### src/rtl/rv_alu_mc_if.sv
// Request/response handshake bundle for the multi-cycle ALU: operands and opcode in, result out.
interface rv_alu_mc_if #(
    parameter int unsigned XLEN = 32
);
    logic            in_valid;
    logic            in_ready;
    logic [3:0]      op;
    logic [XLEN-1:0] a;
    logic [XLEN-1:0] b;
    logic            out_valid;
    logic            out_ready;
    logic [XLEN-1:0] result;
    logic            illegal;

    modport master (
        output in_valid, op, a, b, out_ready,
        input  in_ready, out_valid, result, illegal
    );

    modport slave (
        input  in_valid, op, a, b, out_ready,
        output in_ready, out_valid, result, illegal
    );
endinterface

### src/rtl/rv_alu_mc.sv
// Multi-cycle integer ALU with valid/ready handshakes and an iterative shifter.
// Define RV_ALU_MC_MUL_EN to add an iterative shift-add MUL on op 11.
module rv_alu_mc #(
    parameter int unsigned XLEN       = 32,
    parameter int unsigned SHIFT_STEP = 4,
    parameter int unsigned SHAMT_W    = $clog2(XLEN)
) (
    input  logic       clk,
    input  logic       rst_n,
    rv_alu_mc_if.slave bus,
    output logic       busy
);
    // One extra bit so the counter can also hold XLEN for the multiplier
    localparam int unsigned CNT_W = SHAMT_W + 1;

    localparam logic [3:0] OP_ADD   = 4'd0;
    localparam logic [3:0] OP_SUB   = 4'd1;
    localparam logic [3:0] OP_AND   = 4'd2;
    localparam logic [3:0] OP_OR    = 4'd3;
    localparam logic [3:0] OP_XOR   = 4'd4;
    localparam logic [3:0] OP_SLT   = 4'd5;
    localparam logic [3:0] OP_SLTU  = 4'd6;
    localparam logic [3:0] OP_SLL   = 4'd7;
    localparam logic [3:0] OP_SRL   = 4'd8;
    localparam logic [3:0] OP_SRA   = 4'd9;
    localparam logic [3:0] OP_PASSB = 4'd10;
`ifdef RV_ALU_MC_MUL_EN
    localparam logic [3:0] OP_MUL   = 4'd11;
`endif

    typedef enum logic [1:0] {
        S_IDLE = 2'd0,
        S_BUSY = 2'd1,
        S_DONE = 2'd2
    } state_e;

    state_e             state_q, state_d;
    logic [XLEN-1:0]    result_q, result_d;
    logic               illegal_q, illegal_d;
    logic [XLEN-1:0]    acc_q, acc_d;
    logic [CNT_W-1:0]   cnt_q, cnt_d;
    logic [3:0]         op_q, op_d;
    logic [CNT_W-1:0]   step;
    logic [XLEN-1:0]    acc_sh;
    logic [SHAMT_W-1:0] shamt;
    logic               accept;
`ifdef RV_ALU_MC_MUL_EN
    logic [XLEN-1:0]    mcand_q, mcand_d;
    logic [XLEN-1:0]    mplier_q, mplier_d;
    logic [XLEN-1:0]    mul_acc;
`endif

    // in_ready depends on out_ready only, never on in_valid
    assign bus.in_ready  = (state_q == S_IDLE) || ((state_q == S_DONE) && bus.out_ready);
    assign bus.out_valid = (state_q == S_DONE);
    assign bus.result    = result_q;
    assign bus.illegal   = illegal_q;
    assign busy          = (state_q != S_IDLE);

    assign accept = bus.in_valid && bus.in_ready;
    assign shamt  = bus.b[SHAMT_W-1:0];

    // One shifter iteration: move acc by at most SHIFT_STEP positions
    always_comb begin
        step = (cnt_q > CNT_W'(SHIFT_STEP)) ? CNT_W'(SHIFT_STEP) : cnt_q;
        case (op_q)
            OP_SLL:  acc_sh = acc_q << step;
            OP_SRL:  acc_sh = acc_q >> step;
            default: acc_sh = $signed(acc_q) >>> step;
        endcase
    end

`ifdef RV_ALU_MC_MUL_EN
    assign mul_acc = acc_q + (mplier_q[0] ? mcand_q : '0);
`endif

    always_comb begin
        state_d   = state_q;
        result_d  = result_q;
        illegal_d = illegal_q;
        acc_d     = acc_q;
        cnt_d     = cnt_q;
        op_d      = op_q;
`ifdef RV_ALU_MC_MUL_EN
        mcand_d   = mcand_q;
        mplier_d  = mplier_q;
`endif

        case (state_q)
            S_IDLE: ;
            S_BUSY: begin
`ifdef RV_ALU_MC_MUL_EN
                if (op_q == OP_MUL) begin
                    acc_d    = mul_acc;
                    mcand_d  = mcand_q << 1;
                    mplier_d = mplier_q >> 1;
                    cnt_d    = cnt_q - CNT_W'(1);
                    if (cnt_q == CNT_W'(1)) begin
                        result_d = mul_acc;
                        state_d  = S_DONE;
                    end
                end else
`endif
                begin
                    acc_d = acc_sh;
                    cnt_d = cnt_q - step;
                    if (cnt_q == step) begin
                        result_d = acc_sh;
                        state_d  = S_DONE;
                    end
                end
            end
            S_DONE: begin
                if (bus.out_ready) begin
                    state_d = S_IDLE;
                end
            end
            default: state_d = S_IDLE;
        endcase

        // A new accept (from IDLE or back-to-back from DONE) overrides the above
        if (accept) begin
            op_d      = bus.op;
            illegal_d = 1'b0;
            state_d   = S_DONE;
            case (bus.op)
                OP_ADD:   result_d = bus.a + bus.b;
                OP_SUB:   result_d = bus.a - bus.b;
                OP_AND:   result_d = bus.a & bus.b;
                OP_OR:    result_d = bus.a | bus.b;
                OP_XOR:   result_d = bus.a ^ bus.b;
                OP_SLT:   result_d = {{(XLEN-1){1'b0}}, ($signed(bus.a) < $signed(bus.b))};
                OP_SLTU:  result_d = {{(XLEN-1){1'b0}}, (bus.a < bus.b)};
                OP_PASSB: result_d = bus.b;
                OP_SLL, OP_SRL, OP_SRA: begin
                    acc_d = bus.a;
                    cnt_d = CNT_W'(shamt);
                    if (shamt == '0) begin
                        result_d = bus.a;
                    end else begin
                        state_d = S_BUSY;
                    end
                end
`ifdef RV_ALU_MC_MUL_EN
                OP_MUL: begin
                    acc_d    = '0;
                    mcand_d  = bus.a;
                    mplier_d = bus.b;
                    cnt_d    = CNT_W'(XLEN);
                    state_d  = S_BUSY;
                end
`endif
                default: begin
                    result_d  = '0;
                    illegal_d = 1'b1;
                end
            endcase
        end
    end

    always_ff @(posedge clk or negedge rst_n) begin
        if (!rst_n) begin
            state_q   <= S_IDLE;
            result_q  <= '0;
            illegal_q <= 1'b0;
            acc_q     <= '0;
            cnt_q     <= '0;
            op_q      <= '0;
`ifdef RV_ALU_MC_MUL_EN
            mcand_q   <= '0;
            mplier_q  <= '0;
`endif
        end else begin
            state_q   <= state_d;
            result_q  <= result_d;
            illegal_q <= illegal_d;
            acc_q     <= acc_d;
            cnt_q     <= cnt_d;
            op_q      <= op_d;
`ifdef RV_ALU_MC_MUL_EN
            mcand_q   <= mcand_d;
            mplier_q  <= mplier_d;
`endif
        end
    end
endmodule

### src/flat_wrapper.sv
// flat-port wrapper written by rule: the top's interface ports become plain ports
module rv_alu_mc_flat 
#(
    parameter int unsigned XLEN       = 32,
    parameter int unsigned SHIFT_STEP = 4,
    parameter int unsigned SHAMT_W    = $clog2(XLEN)
)
  (clk, rst_n, busy, bus_in_valid, bus_op, bus_a, bus_b, bus_out_ready, bus_in_ready, bus_out_valid, bus_result, bus_illegal);
  rv_alu_mc_if #(.XLEN(XLEN)) bus_i ();
  input  logic clk;
  input  logic rst_n;
  output logic busy;
  input wire logic [$bits(bus_i.in_valid)-1:0] bus_in_valid;
  input wire logic [$bits(bus_i.op)-1:0] bus_op;
  input wire logic [$bits(bus_i.a)-1:0] bus_a;
  input wire logic [$bits(bus_i.b)-1:0] bus_b;
  input wire logic [$bits(bus_i.out_ready)-1:0] bus_out_ready;
  output wire logic [$bits(bus_i.in_ready)-1:0] bus_in_ready;
  output wire logic [$bits(bus_i.out_valid)-1:0] bus_out_valid;
  output wire logic [$bits(bus_i.result)-1:0] bus_result;
  output wire logic [$bits(bus_i.illegal)-1:0] bus_illegal;
  assign bus_i.in_valid = bus_in_valid;
  assign bus_i.op = bus_op;
  assign bus_i.a = bus_a;
  assign bus_i.b = bus_b;
  assign bus_i.out_ready = bus_out_ready;
  assign bus_in_ready = bus_i.in_ready;
  assign bus_out_valid = bus_i.out_valid;
  assign bus_result = bus_i.result;
  assign bus_illegal = bus_i.illegal;
  rv_alu_mc #(.XLEN(XLEN), .SHIFT_STEP(SHIFT_STEP), .SHAMT_W(SHAMT_W)) u_core (.clk(clk), .rst_n(rst_n), .bus(bus_i), .busy(busy));
endmodule
### config.mk
export PLATFORM = sky130hd
export DESIGN_NAME = rv_alu_mc_flat
export DESIGN_NICKNAME = d
export VERILOG_FILES = /design/src/rtl/rv_alu_mc_if.sv /design/src/rtl/rv_alu_mc.sv /design/src/flat_wrapper.sv
export SDC_FILE = /design/constraint.sdc
export NUM_CORES = 1
export LEC_CHECK = 0
export ABC_AREA = 1
export CORE_AREA = 5 5 150 152
export CTS_CLUSTER_DIAMETER = 120
export CTS_CLUSTER_SIZE = 14
export DETAILED_ROUTE_END_ITERATION = 8
export DIE_AREA = 0 0 155 157
export PLACE_DENSITY = 0.81
export SLEW_MARGIN = 0
export SYNTH_ARGS = -nofsm -noshare
export SYNTH_HDL_FRONTEND = slang
export SYNTH_SLANG_ARGS = --single-unit
### constraint.sdc
create_clock -name clk -period 3.3 [get_ports clk]
set_clock_uncertainty 0.05 [all_clocks]
set_input_delay 0.66 -clock clk [delete_from_list [all_inputs] [get_ports clk]]
set_output_delay 0.66 -clock clk [all_outputs]
set_load 0.05 [all_outputs]
==> reports/qor.log <==
qor: outcome.run_status finished, final reports clean
qor: critical_path.setup.worst_path.class primary input to register
qor: synthesis.yosys_register_bits 77
qor: detailed_routing.detailedRoute.firstIterationViolations 2,743
qor: clock_network.cts_setup_buffers 0
qor: timing.slew_at_the_pin_closest_to_its_max_slew_limit 1.03 ns
qor: critical_path.reg2reg_setup_slack 0.32 ns
qor: critical_path.crit_top_cell nand2_1
qor: detailed_routing.num_vias 16,770
qor: detailed_routing.firstDrtPassIters 6
qor: clock_network.clock_tree.buffer_depth 2
qor: critical_path.worstReg2RegEnd u_core.bus.result[0]
qor: floorplanning.pin_count 108
qor: grt.grt_max_degree 78
qor: place.hpwl 41.1 mm
qor: floorplanning.die_width 155 um
qor: final_layout.fill_cells 1,793
qor: timing.max_freq 0.310 GHz
qor: critical_path.cp-start-kind primary input
qor: critical_path.worst_path_largest_cell_delay 0.51 ns
qor: synthesis.ys_dominant_reg_cell dfrtp_1
qor: timing.final_hold_viol_count 0
qor: grt.globalRoute.totalOverflow 0
qor: grt.grt_antenna_before_repair 1
qor: critical_path.worst-path-buf-inv 1
qor: critical_path.cp-end-kind register
qor: clock_network.tritoncts_clock_tree done
qor: floorplanning.die_area 24,300 um2
qor: pwr.totalPowerFinal 9400 uW
qor: final_layout.flow.area_growth_from_synthesis 26.6%
qor: final_layout.final_cell_count_no_fill 2,775
qor: detailed_routing.routed_wl 51.9 mm
qor: min_path.kind_of_path_behind_the_tightest_hold_check primary input to async pin
qor: synthesis.synth_enable_flop_cells 0
qor: synthesis.netlist-cell-type-count 48
qor: grt.first_global_vias 15,648
qor: critical_path.crit_path_cell_trace clkdlybuf4s50_1 -> ha_1 -> fa_1 -> nand2_1 -> nand2_1 -> o21ai_0 -> o21bai_1 -> nand2_1 -> nand2_1 -> nand2_1 -> nand2_1 -> nand2_1 -> nand3_1 -> nand2_1 -> a21oi_1 -> nand2_1 -> nand2_1 -> nand2_1
qor: floorplanning.chipHeight 157 um
qor: place.dpl.cell_count 2,758
qor: clock_network.worst_setup_hold_path_clk_slew 0.06 ns
qor: pwr.total_leakage_power 0.00845 uW
qor: timing.min_period_over_period 97.8%
qor: clock_network.clock_sinks 77
qor: final_layout.layout.nets 2,665
qor: place.port-buffer-count 107
qor: pwr.ir_worst_vdd 0.455 mV
qor: synthesis.mappedNetlistArea 12,400 um2
qor: synthesis.syn_inst 2,227
qor: detailed_routing.routed_via_density 6.04
qor: final_layout.post_route_cells_drive_above_1_share 12.0%
qor: floorplanning.floorplan.rows 53
qor: clock_network.root_buffer clkbuf_16
qor: critical_path.crit_family compound AO/OA/AOI/OAI gates
qor: clock_network.cts_buffers 9
qor: timing.slew_headroom 31.4%
qor: synthesis.syn_avg_cell_area 5.55 um2
qor: floorplanning.design.core.area 20,900 um2
qor: timing.timing.setup.tns 0 ns
qor: floorplanning.initial_core_util 59.2%
qor: critical_path.timing.critical_path.arrival 3.41 ns
qor: synthesis.synth_async_sr_flop_share 100%
qor: detailed_routing.drt.antenna.violating_nets 0
qor: timing.holdWs 0.420 ns
qor: detailed_routing.detail_route.wl_per_cell 18.7 um
qor: synthesis.synth.net_count 2,398
qor: critical_path.slowest_stage clkdlybuf4s50_1
qor: synthesis.register_area_share_after_synthesis 15.6%
qor: timing.rsz_0062_raised_after_global_routing yes
qor: job.cap_viol_max_count 0
qor: timing.finalSetupViolCount 0
qor: timing.report.final.slew_viol_count 0
qor: critical_path.critPathMaxFanout 5
qor: synthesis.synth_warnings 0
qor: grt.grt_first_pass_wirelength 81.0 mm
qor: critical_path.timing.reg2reg.worst_path_depth 16
qor: critical_path.critical_path_required 3.48 ns
qor: clock_network.cts_htree_levels 3
qor: clock_network.clock_latency 0.34 ns
qor: critical_path.critical_path.reg2reg.startpoint u_core.cnt_q[2]
qor: grt.global_route_usage_sum 41.2%
qor: place.gp_routability_congestion 1.15
qor: pwr.power_per_cell_area 601 nW/um2
qor: detailed_routing.drcViolationCount 0
qor: timing.fin_crit 3.23 ns
-- per-layer routing --
layer  GRT usage, %  vias to the layer above  routed length (um)
li1               -                     7816                   -
met1           52.8                     7510               19400
met2           67.8                     1202               22900
met3           7.23                      242                6680
met4           19.1                        0                2970
met5              0                        -                   0
-- state kept, by name (all words and copies together), names as in the netlist --
name                count
u_core.op_q             4
u_core.bus.result      32
u_core.acc_q           32
u_core.state_q          2
u_core.cnt_q            6
u_core.bus.illegal      1
-- layout by cell type, fill, tap and decap left out, types with 23 or more instances in the layout --
master / Yosys / final
ha_1: 97 / 94
inv_1: 274 / 274
nand4_1: 28 / 28
nand3_1: 244 / 244
a21oi_1: 164 / 164
o22ai_1: 23 / 23
clkdlybuf4s50_1: 0 / 106
dfrtp_1: 77 / 77
a22oi_1: 32 / 32
buf_4: 6 / 249
o21ai_0: 114 / 112
nor2_1: 156 / 152
nand2_1: 759 / 755
-- synth_stat cells, types with 14 or more instances --
master	count	area, um2
o22ai_1	23	144
o21bai_1	16	120
ha_1	97	1210
nor2_1	156	586
nand2_1	759	2850
nand3_1	244	1220
buf_1	14	52.6
inv_1	274	1030
nor3_1	20	100
o211ai_1	15	113
a21oi_1	164	821
nand4_1	28	175
a22oi_1	32	240
a221oi_1	21	184
dfrtp_1	77	1930
o21ai_0	114	571
buf_2	20	100
clkbuf_1	56	210
-- area by class of cell --
class	instances	area (um2)	area share, %
Clock buffer	10	229	1.46
Clock inverter	6	135	0.864
Antenna cell	1	2.50	0.0160
Sequential cell	77	1930	12.3
Multi-Input combinational cell	1762	8940	57.2
Timing Repair Buffer	358	2990	19.1
Tap cell	275	344	2.20
Inverter	286	1070	6.86
-- cell families (layout without fill, tap and decap cells) --
logic type               Yosys count  in the layout  share of synthesized area, %
other                              1              2                        0.0303
buffers and inverters            388            660                          12.4
adder cells (fa/ha/maj)           99             99                          10.1
multiplexers                       4              4                         0.324
AO/OA/AOI/OAI                    421            421                          19.8
XOR/XNOR                           4              4                         0.283
AND/OR/NAND/NOR                 1233           1233                          41.4
flip-flops                        77             77                          15.6
-- worst max-delay path by stage --
stage | start | endpoint | slack [ns] | cells after the start
finish | bus_b[0] | u_core.bus.result[18] | 0.07 | 18
CTS | bus_b[2] | u_core.bus.result[17] | 0.04 | 19
global route | bus_b[0] | u_core.bus.result[28] | -0.11 | 16
global placement | bus_op[2] | u_core.bus.result[19] | -0.33 | 12
floorplan | bus_out_ready | u_core.acc_q[10] | 0.51 | 7
detailed placement | bus_op[3] | u_core.bus.result[19] | -0.43 | 12
-- power by group --
group | internal [uW] | switching [uW] | leakage (uW)
sequential | 1410 | 428 | 0.000966
combinational | 2150 | 4190 | 0.00731
clock | 816 | 406 | 0.000169
-- what timing repair did --
item,4_1_cts,5_1_grt
setup endpoints to repair,7,18
resized for setup,2,11
hold buffers,0,0
-- per-stage QoR --
stage / util [%] / cell area (um2) / setup slack, ns
floorplan: - / 12400 / 0.511
global placement: 73.0 / 15200 / -0.332
finish: 74.9 / 15600 / 0.0717
detailed placement: 73.0 / 15200 / -0.427
global route: 74.9 / 15600 / -0.105
CTS: 74.8 / 15600 / 0.0377
(Power assumes the default switching activity.)
